[src/rtl/alu_ser_pkg.sv]
// Shared types and default widths for the ALU result serializer.
package alu_ser_pkg;

    localparam int unsigned DATA_W_DEF = 128;
    localparam int unsigned BEAT_W_DEF = 32;

    typedef enum logic {
        IDLE = 1'b0,
        SEND = 1'b1
    } ser_state_t;

endpackage

[src/rtl/alu_ser_parity.sv]
// Even parity over the next beat, registered so it lines up with Out_Data.
module alu_ser_parity
    import alu_ser_pkg::*;
#(
    parameter int unsigned BEAT_W = BEAT_W_DEF
) (
    input  logic              Clk,
    input  logic              Reset_n,
    input  logic [BEAT_W-1:0] beat_i,
    output logic              parity_o
);

    logic parity_q;

    // Parity of the beat that will be visible after this edge.
    always_ff @(posedge Clk or negedge Reset_n) begin
        if (!Reset_n) begin
            parity_q <= 1'b0;
        end else begin
            parity_q <= ^beat_i;
        end
    end

    assign parity_o = parity_q;

endmodule

[src/rtl/alu_result_serializer.sv]
// Splits one DATA_W ALU result into NUM_BEATS BEAT_W-wide beats, LSB beat first.
// Optional feature macro: ALU_SER_PARITY_EN adds the Out_Parity port (even parity per beat).
module alu_result_serializer
    import alu_ser_pkg::*;
#(
    parameter int unsigned DATA_W = DATA_W_DEF,
    parameter int unsigned BEAT_W = BEAT_W_DEF
) (
    input  logic              Clk,
    input  logic              Reset_n,
    input  logic              In_Valid,
    output logic              In_Ready,
    input  logic [DATA_W-1:0] In_Result,
    output logic              Out_Valid,
    input  logic              Out_Ready,
    output logic [BEAT_W-1:0] Out_Data,
    output logic              Out_Last,
`ifdef ALU_SER_PARITY_EN
    output logic              Out_Parity,
`endif
    output logic              Busy
);

    localparam int unsigned NUM_BEATS = DATA_W / BEAT_W;
    localparam int unsigned CNT_W     = (NUM_BEATS > 1) ? $clog2(NUM_BEATS) : 1;
    localparam logic [CNT_W-1:0] LAST_CNT = CNT_W'(NUM_BEATS - 1);

    // The result word must split into a whole number of beats.
    if ((DATA_W % BEAT_W) != 0) begin : g_width_check
        $error("alu_result_serializer: DATA_W must be a multiple of BEAT_W");
    end

    ser_state_t        state_q, state_d;
    logic [DATA_W-1:0] shift_q, shift_d;
    logic [CNT_W-1:0]  count_q, count_d;
    logic [CNT_W-1:0]  cnt_inc;
    logic              valid_q, valid_d;
    logic              last_q, last_d;
    logic              in_ready_q, in_ready_d;

    assign cnt_inc = count_q + CNT_W'(1);

    // State, shift register, beat counter and output flags.
    always_ff @(posedge Clk or negedge Reset_n) begin
        if (!Reset_n) begin
            state_q    <= IDLE;
            shift_q    <= '0;
            count_q    <= '0;
            valid_q    <= 1'b0;
            last_q     <= 1'b0;
            in_ready_q <= 1'b0;
        end else begin
            state_q    <= state_d;
            shift_q    <= shift_d;
            count_q    <= count_d;
            valid_q    <= valid_d;
            last_q     <= last_d;
            in_ready_q <= in_ready_d;
        end
    end

    // Capture in IDLE, shift out one beat per downstream handshake in SEND.
    always_comb begin
        state_d    = state_q;
        shift_d    = shift_q;
        count_d    = count_q;
        valid_d    = valid_q;
        last_d     = last_q;
        in_ready_d = in_ready_q;
        case (state_q)
            IDLE: begin
                in_ready_d = 1'b1;
                if (In_Valid && in_ready_q) begin
                    state_d    = SEND;
                    shift_d    = In_Result;
                    count_d    = '0;
                    valid_d    = 1'b1;
                    last_d     = (NUM_BEATS == 1);
                    in_ready_d = 1'b0;
                end
            end
            SEND: begin
                if (valid_q && Out_Ready) begin
                    shift_d = shift_q >> BEAT_W;
                    if (last_q) begin
                        state_d    = IDLE;
                        count_d    = '0;
                        valid_d    = 1'b0;
                        last_d     = 1'b0;
                        in_ready_d = 1'b1;
                    end else begin
                        count_d = cnt_inc;
                        last_d  = (cnt_inc == LAST_CNT);
                    end
                end
            end
            default: begin
                state_d = IDLE;
            end
        endcase
    end

    assign In_Ready  = in_ready_q;
    assign Out_Valid = valid_q;
    assign Out_Data  = shift_q[BEAT_W-1:0];
    assign Out_Last  = last_q;
    assign Busy      = (state_q == SEND);

`ifdef ALU_SER_PARITY_EN
    // Parity tracks the next beat so it stays aligned with Out_Data, including stalls.
    alu_ser_parity #(
        .BEAT_W (BEAT_W)
    ) u_parity (
        .Clk      (Clk),
        .Reset_n  (Reset_n),
        .beat_i   (shift_d[BEAT_W-1:0]),
        .parity_o (Out_Parity)
    );
`endif

endmodule

[config.mk]
export PLATFORM = sky130hd
export DESIGN_NAME = alu_result_serializer
export DESIGN_NICKNAME = d
export VERILOG_FILES = /design/src/rtl/alu_ser_pkg.sv /design/src/rtl/alu_ser_parity.sv /design/src/rtl/alu_result_serializer.sv
export SDC_FILE = /design/constraint.sdc
export NUM_CORES = 1
export LEC_CHECK = 0
export CAP_MARGIN = 20
export CORE_ASPECT_RATIO = 2
export CORE_MARGIN = 2
export CORE_UTILIZATION = 50
export DETAILED_ROUTE_END_ITERATION = 6
export PLACE_DENSITY = 0.78
export SYNTH_ARGS = -nofsm -noshare
export SYNTH_HDL_FRONTEND = slang
export SYNTH_SLANG_ARGS = --single-unit
[constraint.sdc]
create_clock -name Clk -period 1.9 [get_ports Clk]
set_clock_uncertainty 0.1 [all_clocks]
set_input_delay 0.38 -clock Clk [delete_from_list [all_inputs] [get_ports Clk]]
set_output_delay 0.38 -clock Clk [all_outputs]
set_load 0.02 [all_outputs]
==> results.yml, run 1 <==
floorplanning:
  die_w_um: 92.7
  die_outline_area_um2: 16800
  io_pins: 168
  initial_core_util_pct: 51.1
  die_y_um: 181
  core_area_um2: 15400
  core.rowCount: 64
detailed_routing:
  routed_wire_length_um: 21100
  route.detailed.drc: 0
  final_antenna_net_count: 0
  detailedRoute.firstPassIterationCount: 5
  vias_per_cell: 5.98
  drt_iter0_drc: 554
  post_drt_wl_per_cell_um: 19.7
  via_count: 6404
setup_path:
  crit_path_end_kind: "register"
  stage_delay_of_the_slowest_cell_on_the_critical_path_ns: 0.47
  element_type_at_the_critical_path_start: "register"
  cp_slowest_cell: "dfrtp_2"
  cp.required_ns: 2.09
  crit_type: "register to register"
  critical_path_arrival_ns: 1.97
  cells_along_the_critical_path: "buf_4, and2_4, mux2i_1, o21ai_1"
  critical_path.max_fanout: 37
worst_hold_path:
  hp-class: "input pin to asynchronous set/reset pin"
layout:
  most-common-layout-cells: "dfrtp_1 (132), clkdlybuf4s50_1 (129), mux2i_1 (128)"
  fillers: 1221
  syn_to_final_growth_pct: 27.9
  area_taken_by_multi_input_logic_gates_um2: 3770
  nets: 991
  fraction_of_final_layout_cells_sized_beyond_drive_strength_1_pct: 11.9
  final_design_area_no_fill_um2: 10100
  final_common_cell: "dfrtp_1"
  ff_latch_area_um2: 3360
global_routing:
  grt.overflow.total: 0
  grt_start_max_net_pins: 155
  use_met1_pct: 31.7
  grt.met3_usage_pct: 3.84
  grt_first_pass_wirelength_um: 33700
  grt_util_all_layers_pct: 25.4
  grt.busiest_layer: "met2"
  use_met2_pct: 42.7
  via_count_of_the_first_global_routing_pass: 6435
  grt_antenna_before_repair: 2
synth:
  syn_nets: 889
  ys.warnings.count: 0
  synth_area_leader_cell: "dfrtp_1"
  syn_area_um2: 7860
  synth.area.top_cells: "dfrtp_1 (43%), mux2i_1 (16%), and3_1 (7.6%)"
  yosysUniqueCellTypes: 26
  ys_ff_latch: 134
  synth.yosys.seq_area_share_pct: 42.7
  avgSynthCellArea_um2: 10.4
  netlist.area_leader.share_pct: 42.7
  synthCells: 756
sta:
  finalMaxSlewViolations: 0
  max_freq_mhz: 561
  worst_pin_slew_ns: 0.682
  final.min_clock_period_ns: 1.78
  max-slew-margin-rel_pct: 54.5
  finalHoldViolCount: 0
  setup_violation_total_in_the_final_timing_report: 0
  min_period_over_period_pct: 93.9
  setup_tns_ns: 0
flow_run:
  max_cap_violations: 0
placed_design:
  placement.io_buffers: 167
  place_area_um2: 9440
  place_hpwl_um: 14300
  finalWeightedCongestion: 0.817
cts:
  clock_path_buffers: 2
  root_buffer: "clkbuf_16"
  depth_of_the_cts_h_tree: 4
  cts_tree: "yes"
  clk_pin_slew_ns: 0.06
  cts_made_buffers: 17
  worst_skew_pair.late_latency_ns: 0.42
  numClockSinks: 134
  cts.repair_timing.setup_buffer_count: 0
pwr:
  power-per-cell-area_nw_per_um2: 1260
  peakVddDrop_mv: 0.766
  total_leakage_power_nw: 5.02
outcome:
  run_status: "finished clean"
==> metal layers <==
| layer | share of wire [%] | vias up | wire length (um) |
|---|---|---|---|
| li1 | - | 2997 | - |
| met1 | 40 | 3141 | 8430 |
| met2 | 52 | 216 | 11000 |
| met3 | 4.1 | 50 | 865 |
| met4 | 3.9 | 0 | 828 |
| met5 | 0 | - | 0 |
==> synth_stat cells, drive strengths merged <==
| cell type | count |
|---|---|
| dfrtp | 134 |
| mux2i | 128 |
| a21oi | 99 |
| a211oi | 96 |
| and3 | 96 |
| buf | 75 |
| nand3 | 40 |
| clkbuf | 38 |
| o21ai | 32 |
| nor2 | 5 |
| nand2 | 4 |
| and2 | 2 |
| nand3b | 2 |
| a31oi | 1 |
| ha | 1 |
| inv | 1 |
| nand4b | 1 |
| or3 | 1 |
==> logic make-up after synthesis <==
logic type	after synthesis	synth area share (%)
and+or+nand+nor	151	11.3
AOI/OAI and AO/OA	228	20.1
buffers and inverters	114	9.50
adders and majority gates	1	0.159
muxes	128	16.3
DFF	134	42.7
==> final cells by class <==
| class | count | area share (%) |
|---|---|---|
| clock inverters | 11 | 1.51 |
| repair buffers | 196 | 20.4 |
| well taps | 198 | 2.46 |
| clock buffers | 21 | 4.58 |
| diodes | 2 | 0.0498 |
| inverters | 1 | 0.0373 |
| multi-input cells | 508 | 37.5 |
| flip-flops and latches | 134 | 33.4 |
==> final timing paths <==
kind / startpoint / endpoint / slack, ns / depth (start not counted)
worst max-delay path: In_Ready / shift_q[121] / 0.12 / 4
worst min-delay path: Reset_n / shift_q[79] / 0.36 / 2
worst max register to register: In_Ready / shift_q[121] / 0.12 / 4
worst min register to register: shift_q[110] / shift_q[110] / 0.45 / 2
max in group asynchronous: Reset_n / shift_q[67] / 0.79 / 3
min in group Clk: shift_q[110] / shift_q[110] / 0.45 / 2
==> where the power goes <==
group / switching (mW) / internal [mW] / leakage, nW / total (mW)
clock network: 1.24 / 2.13 / 0.286 / 3.38
logic: 1.98 / 1.89 / 3.13 / 3.86
registers: 1.30 / 4.14 / 1.60 / 5.43
==> critical path: cells and delay by family (launching register included) <==
kind / cells / cell delay (ns)
AOI/OAI and AO/OA: 1 / 0.09
buffers and inverters: 1 / 0.33
DFF: 1 / 0.47
muxes: 1 / 0.25
and+or+nand+nor: 1 / 0.40
==> through the flow <==
step	power [mW]	setup slack, ns	utilization, %	hold slack [ns]	std cells
floorplan	8.11	0.403	-	-0.0156	756
global placement	9.20	0.0513	61.4	0.227	1036
detailed placement	9.49	-0.0300	61.4	0.227	1036
CTS	12.7	0.000742	65.2	0.379	1069
global route	13.4	-0.00186	65.4	0.391	1071
finish	12.7	0.116	65.4	0.363	1071
==> state kept, by name, summed over array words and instances (netlist names) <==
signal     cells
In_Ready       1
count_q        2
Busy           1
Out_Last       1
shift_q      128
Out_Valid      1
==> what timing repair did <==
action | CTS | global route
hold buffers | 1 | 0
endpoints found under the hold margin | 37 | 0
endpoints found under the setup margin | 27 | 9
cloned | 0 | 0
gates resized for setup | 27 | 9
No activity file was read; power rests on OpenSTA's default activity.
==> inputs of run 2 (changes only) <==
--- a/config.mk
+++ b/config.mk
@@ -9,6 +9,7 @@
 export CORE_ASPECT_RATIO = 2
 export CORE_MARGIN = 2
 export CORE_UTILIZATION = 50
+export CTS_BUF_LIST = sky130_fd_sc_hd__clkbuf_4 sky130_fd_sc_hd__clkbuf_8
 export DETAILED_ROUTE_END_ITERATION = 6
 export PLACE_DENSITY = 0.78
 export SYNTH_ARGS = -nofsm -noshare
==> results.yml, run 2 (synthesis results as in run 1) <==
layout:
  top_register: "shift_q"
  reg.largest.list: "shift_q (128), count_q (2)"
  fraction_of_final_layout_cells_sized_beyond_drive_strength_1_pct: 12.2
  syn_to_final_growth_pct: 25.1
  largest_reg_flops: 128
  fillers: 1263
  most-common-layout-cells: "dfrtp_1 (132), clkdlybuf4s50_1 (129), mux2i_1 (128)"
  nets: 991
  final_design_area_no_fill_um2: 9830
  final_common_cell: "dfrtp_1"
outcome:
  run_status: "finished clean"
sta:
  min_period_over_period_pct: 94.1
  max_freq_mhz: 560
  setup_tns_ns: 0
  finalMaxSlewViolations: 0
  max-slew-margin-rel_pct: 56.0
  setup_violation_total_in_the_final_timing_report: 0
  final.min_clock_period_ns: 1.79
  worst_pin_slew_ns: 0.660
  grt_setup_unrepaired: "false"
  holdWs_ns: 0.332
  finalHoldViolCount: 0
  worst_slack_ns: 0.113
cts:
  cts.repair_timing.setup_buffer_count: 0
  numClockSinks: 134
  depth_of_the_cts_h_tree: 4
  cts_made_buffers: 17
  root_buffer: "clkbuf_8"
  clock_path_buffers: 2
  clk_pin_slew_ns: 0.07
  worst_skew_pair.late_latency_ns: 0.45
  cts_tree: "yes"
pwr:
  sequential_power_share_pct: 46.2
  switching_share_pct: 37.2
  power-per-cell-area_nw_per_um2: 1190
  power.share.clock_pct: 21.5
  intPower_mw: 7.37
  net_switching_component_of_the_power_mw: 4.36
  peakVddDrop_mv: 0.598
  total_leakage_power_nw: 4.87
  total_power_mw: 11.7
  combinationalPowerShare_pct: 32.3
setup_path:
  cells_along_the_critical_path: "dlygate4sd2_1"
  r2r.worst_path.cells: 4
  critical_path.max_fanout: 5
  crit_type: "register to output port"
  worst_path_buf_inv: 1
  cp.required_ns: 1.42
  worstSetupPathDepth: 1
  stage_delay_of_the_slowest_cell_on_the_critical_path_ns: 0.49
  crit_path_end_kind: "output port"
  cp_slowest_cell: "dfrtp_1"
  critical_path.top_delay_family: "flip-flops"
  element_type_at_the_critical_path_start: "register"
  worst_setup_path_startpoint: "Out_Valid"
  critical_path_arrival_ns: 1.31
  reg2reg_from: "In_Ready"
global_routing:
  grt_antenna_before_repair: 1
  grt.overflow.total: 0
  grt_first_pass_wirelength_um: 33400
  grt_start_max_net_pins: 155
  via_count_of_the_first_global_routing_pass: 6383
  grt_util_all_layers_pct: 25.0
floorplanning:
  die_outline_area_um2: 16800
  io_pins: 168
  core_area_um2: 15400
  die_w_um: 92.7
  die_y_um: 181
  initial_core_util_pct: 51.1
  core.rowCount: 64
placed_design:
  place_area_um2: 9440
  placement.io_buffers: 167
  finalWeightedCongestion: 0.817
  dp_worst_setup_slack_ns: -0.0300
  place_hpwl_um: 14300
detailed_routing:
  vias_per_cell: 5.96
  post_drt_wl_per_cell_um: 19.4
  detailedRoute.firstPassIterationCount: 5
  routed_wire_length_um: 20700
  route.detailed.drc: 0
  drt_iter0_drc: 484
  via_count: 6372
  final_antenna_net_count: 0
flow_run:
  max_cap_violations: 0
worst_hold_path:
  hp-class: "input pin to asynchronous set/reset pin"
==> run 2: final timing paths <==
check	end	slack, ns
min	shift_q[111]	0.33
max	Out_Valid	0.11
max in group asynchronous	shift_q[67]	0.82
min reg2reg	shift_q[107]	0.45
max reg2reg	shift_q[121]	0.12
min in group Clk	shift_q[107]	0.45
==> run 2: metrics by stage <==
stage | utilization, % | std cells
floorplan | - | 756
global placement | 61.4 | 1036
detailed placement | 61.4 | 1036
CTS | 63.9 | 1069
global route | 64.0 | 1070
finish | 64.0 | 1070
==> run 2: cell type report <==
| type | instances | area [um2] | area share, % |
|---|---|---|---|
| multi-input cells | 508 | 3770 | 38.4 |
| clock inverters | 11 | 151 | 1.54 |
| repair buffers | 196 | 2020 | 20.5 |
| diodes | 1 | 2.50 | 0.0254 |
| inverters | 1 | 3.75 | 0.0382 |
| well taps | 198 | 248 | 2.52 |
| clock buffers | 21 | 277 | 2.81 |
| flip-flops and latches | 134 | 3360 | 34.2 |
==> run 2: power groups by stage <==
| stage | Combinational [mW] | Sequential [mW] | Clock, mW |
|---|---|---|---|
| 6_report | 3.79 | 5.42 | 2.52 |
| 5_1_grt | 4.16 | 5.58 | 2.68 |
| 4_1_cts | 3.82 | 5.37 | 2.56 |
| 3_5_place_dp | 4.05 | 5.44 | 0 |
| 3_3_place_gp | 3.86 | 5.33 | 0 |
| 2_1_floorplan | 3.13 | 4.98 | 0 |
==> run 2: routing by layer <==
metal	wire length [um]	vias to the layer above	GRT usage, %
met4	772	0	11.9
met2	10700	198	41.8
met5	0	-	0
met1	8410	3120	31.6
met3	887	47	3.67
li1	-	3007	-
==> run 2: repair_timing <==
item                                    4_1_cts  5_1_grt
gates resized for setup                      36        0
pin swaps                                     0        1
hold buffers                                  1        0
endpoints found under the setup margin       36        1
endpoints found under the hold margin        37        0
==> inputs of run 3 (changes only) <==
--- a/config.mk
+++ b/config.mk
@@ -12,6 +12,7 @@
 export CTS_BUF_LIST = sky130_fd_sc_hd__clkbuf_4 sky130_fd_sc_hd__clkbuf_8
 export DETAILED_ROUTE_END_ITERATION = 6
 export PLACE_DENSITY = 0.78
+export SKIP_LAST_GASP = 1
 export SYNTH_ARGS = -nofsm -noshare
 export SYNTH_HDL_FRONTEND = slang
 export SYNTH_SLANG_ARGS = --single-unit
==> results of run 3 <==
No change in the layout: final DEF, timing and power equal those of run 2.
==> RTL change 1, RTL diff (settings of run 1) <==
Add a define of `ALU_SER_PARITY_EN`.
--- a/src/rtl/alu_result_serializer.sv
+++ b/src/rtl/alu_result_serializer.sv
@@ -1,5 +1,7 @@
 // Splits one DATA_W ALU result into NUM_BEATS BEAT_W-wide beats, LSB beat first.
 // Optional feature macro: ALU_SER_PARITY_EN adds the Out_Parity port (even parity per beat).
+`define ALU_SER_PARITY_EN
+
 module alu_result_serializer
     import alu_ser_pkg::*;
 #(
Check against the original RTL (old outputs only; new: Out_Parity): no difference found for any inputs over 4 cycles, from zero or initial values and one cycle with Reset_n low; that may be too few to reach the edited logic, so the function may still have changed.
==> RTL change 1 against run 1 <==
The flow now finishes with violations (setup timing). Setup slack got worse by 0.50 ns. Final area decreased by 6.3%. Sequential cell count increased by 1. Non-clock buffer count increased by 24. Synthesized area decreased by 17%. Wire length decreased by 15%. Critical path type unchanged.
Power is not compared: it rests on default switching activity, and its combinational part moved more than twofold at a synthesized area within 25%.
==> RTL change 1: results (changes against run 1) <==
| Item | This run | Unit | vs run 1 |
|---|---|---|---|
| Setup TNS | -0.384 | ns | -0.384 ns |
| Antenna violations before repair | 1 | - | -1 |
| Status | finished with violations | - |  |
| Fin worst setup slack | -0.384 | ns | -0.501 ns |
| Bufs w/o clock | 220 | - | +12% |
| Endpoint of the most critical register-to-register path | u_parity.parity_o | - |  |
| Inst Count DP | 911 | - | -12% |
| Cell class contributing the biggest share of worst-path delay | XOR/XNOR gates | - |  |
| Share of final-layout standard cells stronger than drive strength 1 | 0.205 | - | +0.0851 |
| Synthesized area divided by synthesized cell count | 10.5 | um^2 | +0.82% |
| Count of clock buffers in the final design | 17 | - | -19% |
| DRT iter0 DRCs | 314 | - | -43% |
| Setup violations, final | 1 | - | +1 |
| Total track usage | 0.253 | - | -0.000873 |
| Area growth from synthesis to layout | 43.6 | % |  |
| Last weighted congestion value of the routability-driven placer | 0.845 | - | +3.5% |
| Wire length of the first global-routing pass | 28.6 | mm | -15% |
| Total power | 18.5 | mW |  |
| Net count after synthesis | 759 | - | -15% |
| Cell Count, Final, Fillers Out | 949 | - | -11% |
| Met2 Use GR | 0.457 | - | +0.0303 |
| Met3 track utilization from global routing | 0.0477 | - | +0.00935 |
| Fraction of the mapped netlist area in compound gates | 0.199 | - | -0.00146 |
| Number of optimization iterations in the first detailed-route pass | 7 | - | +2 |
| Average detailed-routed wire length per instance | 18.9 | um | -3.8% |
| Non-clock inverters | 2 | - | +1 |
| Mux contribution to synthesized area | 0.0519 | - | -0.111 |
| Post-layout util | 0.729 | - | +0.0756 |
| Register area | 0.00338 | mm^2 | +0.71% |
| Final-layout worst hold slack | 0.271 | ns | -0.0922 ns |
| Post-Synth Adder-Cell Area | 0.00191 | - | +0.000315 |
| DP Area | 0.00849 | mm^2 | -10% |
| Cell types with the largest area share after synthesis | sky130_fd_sc_hd__dfrtp_1 51%, sky130_fd_sc_hd__nand2_1 7.8%, sky130_fd_sc_hd__a22oi_1 7.3% | - |  |
| Vias in the first global route | 5,653 | - | -12% |
| Number of multi-input logic gates | 409 | - | -19% |
| Met1 routing resource usage after global routing | 0.303 | - | -0.0142 |
| Detailed route wirelength on metal2 | 10.1 | mm | -7.7% |
| Length in cells of the worst reg-to-reg path | 10 | - | +6 |
| Post-detailed-placement half-perimeter wirelength | 12.3 | mm | -14% |
| Failing checks | setup timing | - |  |
| Layout net count | 918 | - | -7.4% |
-- RTL change 1: changes by cell type after synthesis, sizes merged, moves of 23 or more --
cell	run 1	this run
a22o	0	32
a211oi	96	32
nand3	40	0
o21ai	32	2
buf	75	52
and3	96	33
a21oi	99	34
xnor2	0	28
a22oi	0	64
nand2	4	138
mux2i	128	34
-- RTL change 1: worst max path at each step --
stage,from,endpoint,slack [ns],cells after the start
floorplan,Out_Valid,u_parity.parity_o,-0.16,10
global placement,In_Valid,u_parity.parity_o,-0.81,11
global route,Out_Valid,u_parity.parity_o,-0.48,9
finish,In_Ready,u_parity.parity_o,-0.38,10
CTS,Out_Valid,u_parity.parity_o,-0.30,10
detailed placement,In_Valid,u_parity.parity_o,-0.93,11
-- RTL change 1: what timing repair did --
item	4_1_cts	5_1_grt
hold endpoints to repair	109	0
gates cloned	1	1
endpoints found under the setup margin	21	10
pin swaps	15	9
gates resized for setup	67	24
hold buffers	1	0
setup buffers	4	0
==> RTL change 2, RTL diff (config.mk and constraints of run 1) <==
Made on the original files. Reset style: synchronous (`Reset_n`), changed in one clocked block.
--- a/src/rtl/alu_result_serializer.sv
+++ b/src/rtl/alu_result_serializer.sv
@@ -41,7 +41,7 @@
     assign cnt_inc = count_q + CNT_W'(1);
 
     // State, shift register, beat counter and output flags.
-    always_ff @(posedge Clk or negedge Reset_n) begin
+    always_ff @(posedge Clk) begin
         if (!Reset_n) begin
             state_q    <= IDLE;
             shift_q    <= '0;
Check against the original RTL: differs if Reset_n is asserted again (counterexample within 4 cycles, from zero or initial values and one cycle with Reset_n low); with Reset_n held inactive, the same outputs for 4 cycles.
==> RTL change 2 against run 1 <==
Setup slack lost 0.072 ns. Fmax shrank 3.9%. Final area shrank 17%. Synthesized area shrank 24%. Critical path depth shrank 3. Sequential cell count is the same. Sequential share of layout area shrank 1.3 points. Wire length shrank 23%. Via count shrank 21%.
Power is not compared: it rests on default switching activity, and its combinational part moved more than twofold at a synthesized area within 25%.
==> RTL change 2: results (changes against run 1) <==
| Item | This run | Unit | vs run 1 |
|---|---|---|---|
| Status | finished clean | - |  |
| Last weighted congestion value of the routability-driven placer | 0.874 | - | +7.0% |
| Start of the worst register-to-register path | Busy | - |  |
| Launch point of the critical path | shift_q[25] | - |  |
| Non-clock inverters | 5 | - | +4 |
| Wire length of the first global-routing pass | 24.5 | mm | -27% |
| Highest-delay cell along the critical path | sky130_fd_sc_hd__clkdlybuf4s50_1 | - |  |
| Setup slack of the most critical reg-to-reg path | 0.09 | ns | -0.03 ns |
| Total track usage | 0.246 | - | -0.00832 |
| Routed wire length | 16.2 | mm | -23% |
| Crit path arrival time | 1.38 | ns | -0.59 ns |
| Length in cells of the worst reg-to-reg path | 6 | - | +2 |
| Multi-input gate share of total cell area | 0.328 | - | -0.0474 |
| DIE AREA | 0.0129 | mm^2 | -23% |
| Area share of the largest cell type after synthesis | 0.448 | - | +0.0215 |
| Mux contribution to synthesized area | 0.161 | - | -0.00248 |
| Pre-CTS worst setup slack | -0.684 | ns | -0.654 ns |
| Tightest Pin Transition | 0.737 | ns | +0.0552 ns |
| DP Area | 0.00756 | mm^2 | -20% |
| Cell class contributing the biggest share of worst-path delay | buffers and inverters | - |  |
| Average detailed-routed wire length per instance | 19.0 | um | -3.6% |
| Net count after synthesis | 710 | - | -20% |
| Vias in the first global route | 4,936 | - | -23% |
| Register area | 0.00269 | mm^2 | -20% |
| Non-clock buffers, area share | 0.242 | - | +0.0379 |
| Inst Count DP | 817 | - | -21% |
| Layout fillers | 833 | - | -32% |
## RTL change 2: timing repair
| action | CTS | global route |
|---|---|---|
| hold buffers | 0 | 0 |
| setup endpoints to repair | 45 | 82 |
| gates resized for setup | 9 | 4 |
| pin swaps | 1 | 0 |
| gates cloned | 1 | 2 |
## RTL change 2: per-layer routing
layer / part of all wire / up-vias / global-route usage / wire length (um)
met4: 0.054 / 0 / 0.158 / 869
li1: - / 2390 / - / -
met1: 0.38 / 2400 / 0.284 / 6090
met5: 0 / - / 0 / 0
met2: 0.52 / 212 / 0.395 / 8380
met3: 0.054 / 52 / 0.0551 / 873
## RTL change 2: cell families after synthesis
logic type | Yosys count
mux | 96
flops | 134
buf+inv | 98
compound gates | 135
simple gates | 113
fa+ha+maj | 1
## RTL change 2: metrics by stage
| step | util | power (mW) |
|---|---|---|
| detailed placement | 0.646 | 4.57 |
| global route | 0.715 | 8.71 |
| floorplan | - | 4.06 |
| CTS | 0.709 | 8.44 |
| global placement | 0.646 | 4.53 |
| finish | 0.715 | 8.42 |
